### src/rtl/serial_adder_pkg.sv
// Shared definitions for the bit-serial adder: FSM state encoding and
// the default operand width.
package serial_adder_pkg;

    localparam int WIDTH_DEF = 8;

    typedef enum logic [1:0] {
        IDLE  = 2'd0,
        SHIFT = 2'd1,
        DONE  = 2'd2
    } state_t;

endpackage

### src/rtl/serial_adder_ctrl_fa.sv
// One-bit full-adder cell (module full_adder_cell): two half-adder stages
// whose carries are merged by an OR. Purely combinational.
module full_adder_cell (
    input  logic a,
    input  logic b,
    input  logic cin,
    output logic sum,
    output logic carry
);

    logic ha1_sum_s;
    logic ha1_carry_s;
    logic ha2_carry_s;

    // First half adder combines the operand bits.
    assign ha1_sum_s   = a ^ b;
    assign ha1_carry_s = a & b;

    // Second half adder folds in the incoming carry.
    assign sum         = ha1_sum_s ^ cin;
    assign ha2_carry_s = ha1_sum_s & cin;

    // Only one of the half-adder carries can be set at a time.
    assign carry       = ha1_carry_s | ha2_carry_s;

endmodule

### src/rtl/serial_adder_ctrl.sv
// Bit-serial adder controller: a single full-adder cell processes the
// operands LSB first over WIDTH cycles (IDLE -> SHIFT x WIDTH -> DONE).
// Optional build macro SERIAL_ADDER_OVF_EN adds a signed-overflow output ovf.
module serial_adder_ctrl
    import serial_adder_pkg::*;
#(
    parameter int WIDTH = WIDTH_DEF
) (
    input  logic             clk,
    input  logic             rst_n,
    input  logic             start,
    input  logic [WIDTH-1:0] a,
    input  logic [WIDTH-1:0] b,
    input  logic             cin,
    output logic             busy,
    output logic             done,
    output logic [WIDTH-1:0] sum,
    output logic             carry
`ifdef SERIAL_ADDER_OVF_EN
    ,
    output logic             ovf
`endif
);

    localparam int CNT_W = $clog2(WIDTH);
    localparam logic [CNT_W-1:0] CNT_LAST = CNT_W'(WIDTH - 1);

    state_t             state_r;
    state_t             state_s;
    logic [CNT_W-1:0]   cnt_r;
    logic [WIDTH-1:0]   a_r;
    logic [WIDTH-1:0]   b_r;
    logic [WIDTH-1:0]   sum_r;
    logic               carry_r;
    logic               busy_r;
    logic               done_r;
    logic               accept_s;
    logic               last_s;
    logic               fa_sum_s;
    logic               fa_carry_s;

    // The single adder cell always looks at the current LSBs and carry.
    full_adder_cell u_fa (
        .a     (a_r[0]),
        .b     (b_r[0]),
        .cin   (carry_r),
        .sum   (fa_sum_s),
        .carry (fa_carry_s)
    );

    assign last_s = (cnt_r == CNT_LAST);

    // Next-state logic; DONE accepts a new start exactly like IDLE.
    always_comb begin
        state_s  = state_r;
        accept_s = 1'b0;
        case (state_r)
            IDLE, DONE: begin
                if (start) begin
                    state_s  = SHIFT;
                    accept_s = 1'b1;
                end else begin
                    state_s  = IDLE;
                end
            end
            SHIFT: begin
                if (last_s) begin
                    state_s = DONE;
                end else begin
                    state_s = SHIFT;
                end
            end
            default: begin
                state_s = IDLE;
            end
        endcase
    end

    // State, status flags, operand capture and the serial add datapath.
    always_ff @(posedge clk or negedge rst_n) begin
        if (!rst_n) begin
            state_r <= IDLE;
            busy_r  <= 1'b0;
            done_r  <= 1'b0;
            cnt_r   <= {CNT_W{1'b0}};
            a_r     <= {WIDTH{1'b0}};
            b_r     <= {WIDTH{1'b0}};
            sum_r   <= {WIDTH{1'b0}};
            carry_r <= 1'b0;
        end else begin
            state_r <= state_s;
            busy_r  <= (state_s == SHIFT);
            done_r  <= (state_s == DONE);
            if (accept_s) begin
                a_r     <= a;
                b_r     <= b;
                carry_r <= cin;
                cnt_r   <= {CNT_W{1'b0}};
            end else if (state_r == SHIFT) begin
                a_r     <= {1'b0, a_r[WIDTH-1:1]};
                b_r     <= {1'b0, b_r[WIDTH-1:1]};
                sum_r   <= {fa_sum_s, sum_r[WIDTH-1:1]};
                carry_r <= fa_carry_s;
                cnt_r   <= cnt_r + CNT_W'(1);
            end else begin
                cnt_r   <= cnt_r;
            end
        end
    end

    assign busy  = busy_r;
    assign done  = done_r;
    assign sum   = sum_r;
    assign carry = carry_r;

`ifdef SERIAL_ADDER_OVF_EN
    logic ovf_r;

    // On the MSB step carry_r is the carry into the MSB; compare with carry out.
    always_ff @(posedge clk or negedge rst_n) begin
        if (!rst_n) begin
            ovf_r <= 1'b0;
        end else if ((state_r == SHIFT) && last_s) begin
            ovf_r <= carry_r ^ fa_carry_s;
        end else begin
            ovf_r <= ovf_r;
        end
    end

    assign ovf = ovf_r;
`endif

endmodule

### config.mk
export PLATFORM = sky130hd
export DESIGN_NAME = serial_adder_ctrl
export DESIGN_NICKNAME = d
export VERILOG_FILES = /design/src/rtl/serial_adder_pkg.sv /design/src/rtl/serial_adder_ctrl_fa.sv /design/src/rtl/serial_adder_ctrl.sv
export SDC_FILE = /design/constraint.sdc
export NUM_CORES = 1
export LEC_CHECK = 0
export CORE_MARGIN = 5
export CORE_UTILIZATION = 35
export DETAILED_ROUTE_END_ITERATION = 12
export HOLD_SLACK_MARGIN = 0.02
export SLEW_MARGIN = 20
export SYNTH_ARGS = -nofsm -noshare
export SYNTH_HDL_FRONTEND = slang
export SYNTH_SLANG_ARGS = --single-unit
### constraint.sdc
create_clock -name clk -period 3.75 [get_ports clk]
set_clock_uncertainty 0.15 [all_clocks]
set_input_delay 0.375 -clock clk [delete_from_list [all_inputs] [get_ports clk]]
set_output_delay 0.375 -clock clk [all_outputs]
set_load 0.1 [all_outputs]
==> impl_metrics.ini, run 1 <==
[setup_path]
cp-end-kind = output port
cp_cell_sequence = clkdlybuf4s50_1
cp_num_buf_inv = 1
crit_family = buffers and inverters
worstSetupStartpointType = register
cp_data_arrival_time_ns = 1.84
crit_type = register to output port
crit_fanout = 4
cp.required_ns = 3.22
crit_slowest_cell = clkdlybuf4s50_1
critPathMaxStageDelay_ns = 1.16

[synthesis]
avgSynthCellArea_um2 = 11.8
ys.flop_type = dfrtp_1
synthMostInstantiatedCell = dfrtp_1
synth_async_sr_flop_share = 1.00
syn_area_um2 = 1510
synth_common_cells = dfrtp_1, inv_1, o22ai_1, a21oi_2, o21ai_0
synth_area_leader_cell = dfrtp_1
synth-seq-cells = 32
synth_top_area_frac = 0.531
synth_area_leaders = dfrtp_1, a21oi_2, o22ai_1
synth_edf_count = 0
synth_fp_nets = 151
yosysSeqAreaShare = 0.531
syn-instance-count = 128
yosysWarnings = 0
ys_types = 23

[sta]
fmax_mhz = 424
setup_viol = 0
post-route-min-period_ns = 2.36
worst_slack_ns = 1.39
rsz0062_at_grt = false
fin_tns_setup_ns = 0
finalHoldViolations = 0
slew_headroom = 0.351
worst_pin_slew_ns = 0.971
fin_crit_sh = 0.629
slew_viol_final = 0

[detailed_routing]
vias = 982
ant_nets = 0
drtIter0Drc = 44
routedWlPerCell_um = 13.4
viasPerCell = 4.81
first_pass_iters = 2
drt-total-wl_um = 2730
drc_errors = 0

[clock_network]
cts_resized = 0
cts_tree = yes
clk_pin_slew_ns = 0.06
clock-sinks = 32
numCtsBuffers = 5
cts_root_buffer = clkbuf_8
cts_hold_buf = 0
h-tree-depth = 2
post_cts_buffers = 0
insertion_delay_ns = 0.27
cts_max_path_buffers = 2

[global_route]
grt_overflow = 0
grt_max_degree = 33
grt.total_usage = 0.110
grt_pass1_vias = 1024
grt_pass1_wl_um = 4650
antenna_found_initial = 0

[floorplan]
dieArea_um2 = 5720
rows = 23
die_w_um = 75.7
initial_core_util = 0.369
core_um2 = 4090
ios = 31
die_h_um = 75.7

[finish]
diodes = 0
utilization = 0.457
drive_gt1_frac = 0.182
layout.nets = 179
area_growth_pct = 23.8

[placement]
gp_congestion = 0.738
pre_cts_ws_ns = 1.44
hpwl_um = 1940
io_buffer_count = 30

[run]
max-cap-violations = 0

[run_status]
status = finished clean

[worst_hold_path]
hp-class = primary input to asynchronous set/reset pin
[area by class of cell]
type / count / area (um^2)
multi-input combinational: 73 / 579
clock buffer: 5 / 68.8
fill: 392 / 2220
sequential: 32 / 801
timing repair buffer: 31 / 308
tap: 50 / 62.6
inverter: 13 / 48.8
[stage by stage]
| stage | std cells | hold slack (ns) | instance area, um^2 |
|---|---|---|---|
| CTS | 204 | 0.360 | 1870 |
| floorplan | 128 | -0.0706 | 1510 |
| global placement | 199 | 0.337 | 1800 |
| detailed placement | 199 | 0.356 | 1800 |
| global route | 204 | 0.389 | 1870 |
| finish | 204 | 0.352 | 1870 |
[final timing paths]
check	from	end	slack, ns	depth (start not counted)
min reg2reg	sum[0]	sum[0]	0.36	1
max reg2reg	state_r[0]	a_r[5]	1.77	3
min in group clk	sum[0]	sum[0]	0.36	1
max	carry	carry	1.39	1
max in group asynchronous	rst_n	b_r[2]	2.81	2
min	rst_n	done	0.35	2
[flip-flops by register name, summed over array words and instances (netlist names)]
| register | cells |
|---|---|
| a_r | 8 |
| b_r | 8 |
| busy | 1 |
| carry | 1 |
| cnt_r | 3 |
| done | 1 |
| state_r | 2 |
| sum | 8 |
[metal layers]
layer	up-vias	wire length (um)	GRT usage
met5	-	0	0
met4	0	46	0.0524
met3	5	135	0.0317
met2	19	1350	0.178
met1	464	1210	0.135
li1	494	-	-
[cell families after synthesis]
family	count (synthesis)	synth area share
multiplexers	15	0.118
buffers and inverters	23	0.0854
AND/OR/NAND/NOR	17	0.0672
adder cells (fa/ha/maj)	3	0.0298
flip-flops	32	0.531
XOR/XNOR	1	0.00581
AO/OA/AOI/OAI	37	0.163
[cell usage in the layout (no fill, tap or decap), types with 5 or more instances in the layout]
master,synthesis,layout
clkbuf_8,0,5
clkdlybuf4s50_1,0,30
dfrtp_1,32,32
inv_1,13,13
a21oi_1,5,5
o22ai_1,11,11
o21ai_0,7,7
mux2_2,6,6
a21oi_2,10,10
mux2i_1,5,5
Power of run 1 is not shown: default switching activity piles up to over one toggle a cycle in this logic, so the estimate is an artifact.
==> run 2, diff against run 1 <==
==> constraint.sdc (replaced) <==
create_clock -name clk -period 2 [get_ports clk]
set_clock_uncertainty 0.15 [all_clocks]
set_input_delay 0.2 -clock clk [delete_from_list [all_inputs] [get_ports clk]]
set_output_delay 0.2 -clock clk [all_outputs]
set_load 0.1 [all_outputs]
==> impl_metrics.ini, run 2 (synthesis gave the netlist of run 1 again) <==
[floorplan]
initial_core_util = 0.369
die_w_um = 75.7
ios = 31
die_h_um = 75.7
dieArea_um2 = 5720
core_um2 = 4090
rows = 23

[global_route]
grt_max_degree = 33
grt.total_usage = 0.117
antenna_found_initial = 0
top_usage_layer = met2
grt_use_met2 = 0.188
use_met1 = 0.138
grt_overflow = 0
use_met3 = 0.0475
grt_pass1_vias = 1093
grt_pass1_wl_um = 4950

[setup_path]
reg2reg_depth = 5
crit_fanout = 3
cp.required_ns = 2.02
cp_data_arrival_time_ns = 1.56
cp-end-kind = register
crit_type = register to register
startpoint = cnt_r[0]
regToRegStartpoint = cnt_r[0]
worstSetupStartpointType = register

[finish]
area_growth_pct = 27.1
seq_area_um2 = 802
diodes = 0
final_area_um2 = 1920
multi_input_area_um2 = 579
utilization = 0.469
fill_cells = 387
drive_gt1_frac = 0.290
final_cell_mix = dfrtp_1, clkdlybuf4s50_1, buf_4
mostFrequentLayoutCell = dfrtp_1
layout.nets = 184

[sta]
fmax_mhz = 649
worst_pin_slew_ns = 0.399
slew_viol_final = 0
rsz0062_at_grt = false
post-route-min-period_ns = 1.54
fin_crit_sh = 0.771
finalHoldViolations = 0
setup_viol = 0
fin_tns_setup_ns = 0
slew_headroom = 0.734
worst_slack_ns = 0.459

[clock_network]
clock-sinks = 32
cts_root_buffer = clkbuf_8
cts_hold_buf = 0
clk_pin_slew_ns = 0.07
insertion_delay_ns = 0.28
cts_max_path_buffers = 2
cts_resized = 0
h-tree-depth = 2
cts_tree = yes
numCtsBuffers = 5
post_cts_buffers = 0

[detailed_routing]
drt-total-wl_um = 2910
drc_errors = 0
first_pass_iters = 4
viasPerCell = 4.80
ant_nets = 0
vias = 1018
routedWlPerCell_um = 13.7
drtIter0Drc = 77

[placement]
post_dp_cell_area_um2 = 1810
gp_congestion = 0.690
hpwl_um = 2060
pre_cts_ws_ns = 0.454
io_buffer_count = 30

[run_status]
status = finished clean

[run]
max-cap-violations = 0

[worst_hold_path]
hp-class = primary input to asynchronous set/reset pin
==> run 2: final cells by class <==
class | instances | area share
Clock buffer | 6 | 0.0378
Tap cell | 50 | 0.0326
Timing Repair Buffer | 36 | 0.166
Clock inverter | 2 | 0.0183
Multi-Input combinational cell | 73 | 0.302
Sequential cell | 32 | 0.418
Inverter | 13 | 0.0254
==> run 2: critical path, cell delays in order (launching register included) <==
cell and delay (ns):
dfrtp_1 0.41, ha_1 0.21, ha_1 0.27, mux2_2 0.26, nand2_1 0.06, o21ai_0 0.07
==> run 2: metal layers <==
metal | vias up | part of all wire
met5 | - | 0
met4 | 0 | 0.016
met3 | 6 | 0.062
met2 | 28 | 0.49
met1 | 483 | 0.43
li1 | 501 | -
==> run 2: path summary, 6_finish.rpt <==
path	slack (ns)	end
min in group clk	0.36	b_r[7]
setup / recovery	0.46	cnt_r[2]
max in group asynchronous	1.23	carry
setup reg to reg	0.46	cnt_r[2]
hold / removal	0.16	a_r[7]
hold reg to reg	0.36	sum[0]
==> run 2: metrics by stage <==
stage	instances	hold slack [ns]
after floorplan	128	-0.246
after global placement	204	0.335
after detailed placement	204	0.349
after CTS	212	0.172
after global routing	212	0.210
final	212	0.156
Power of run 2 is left out for the same reason.
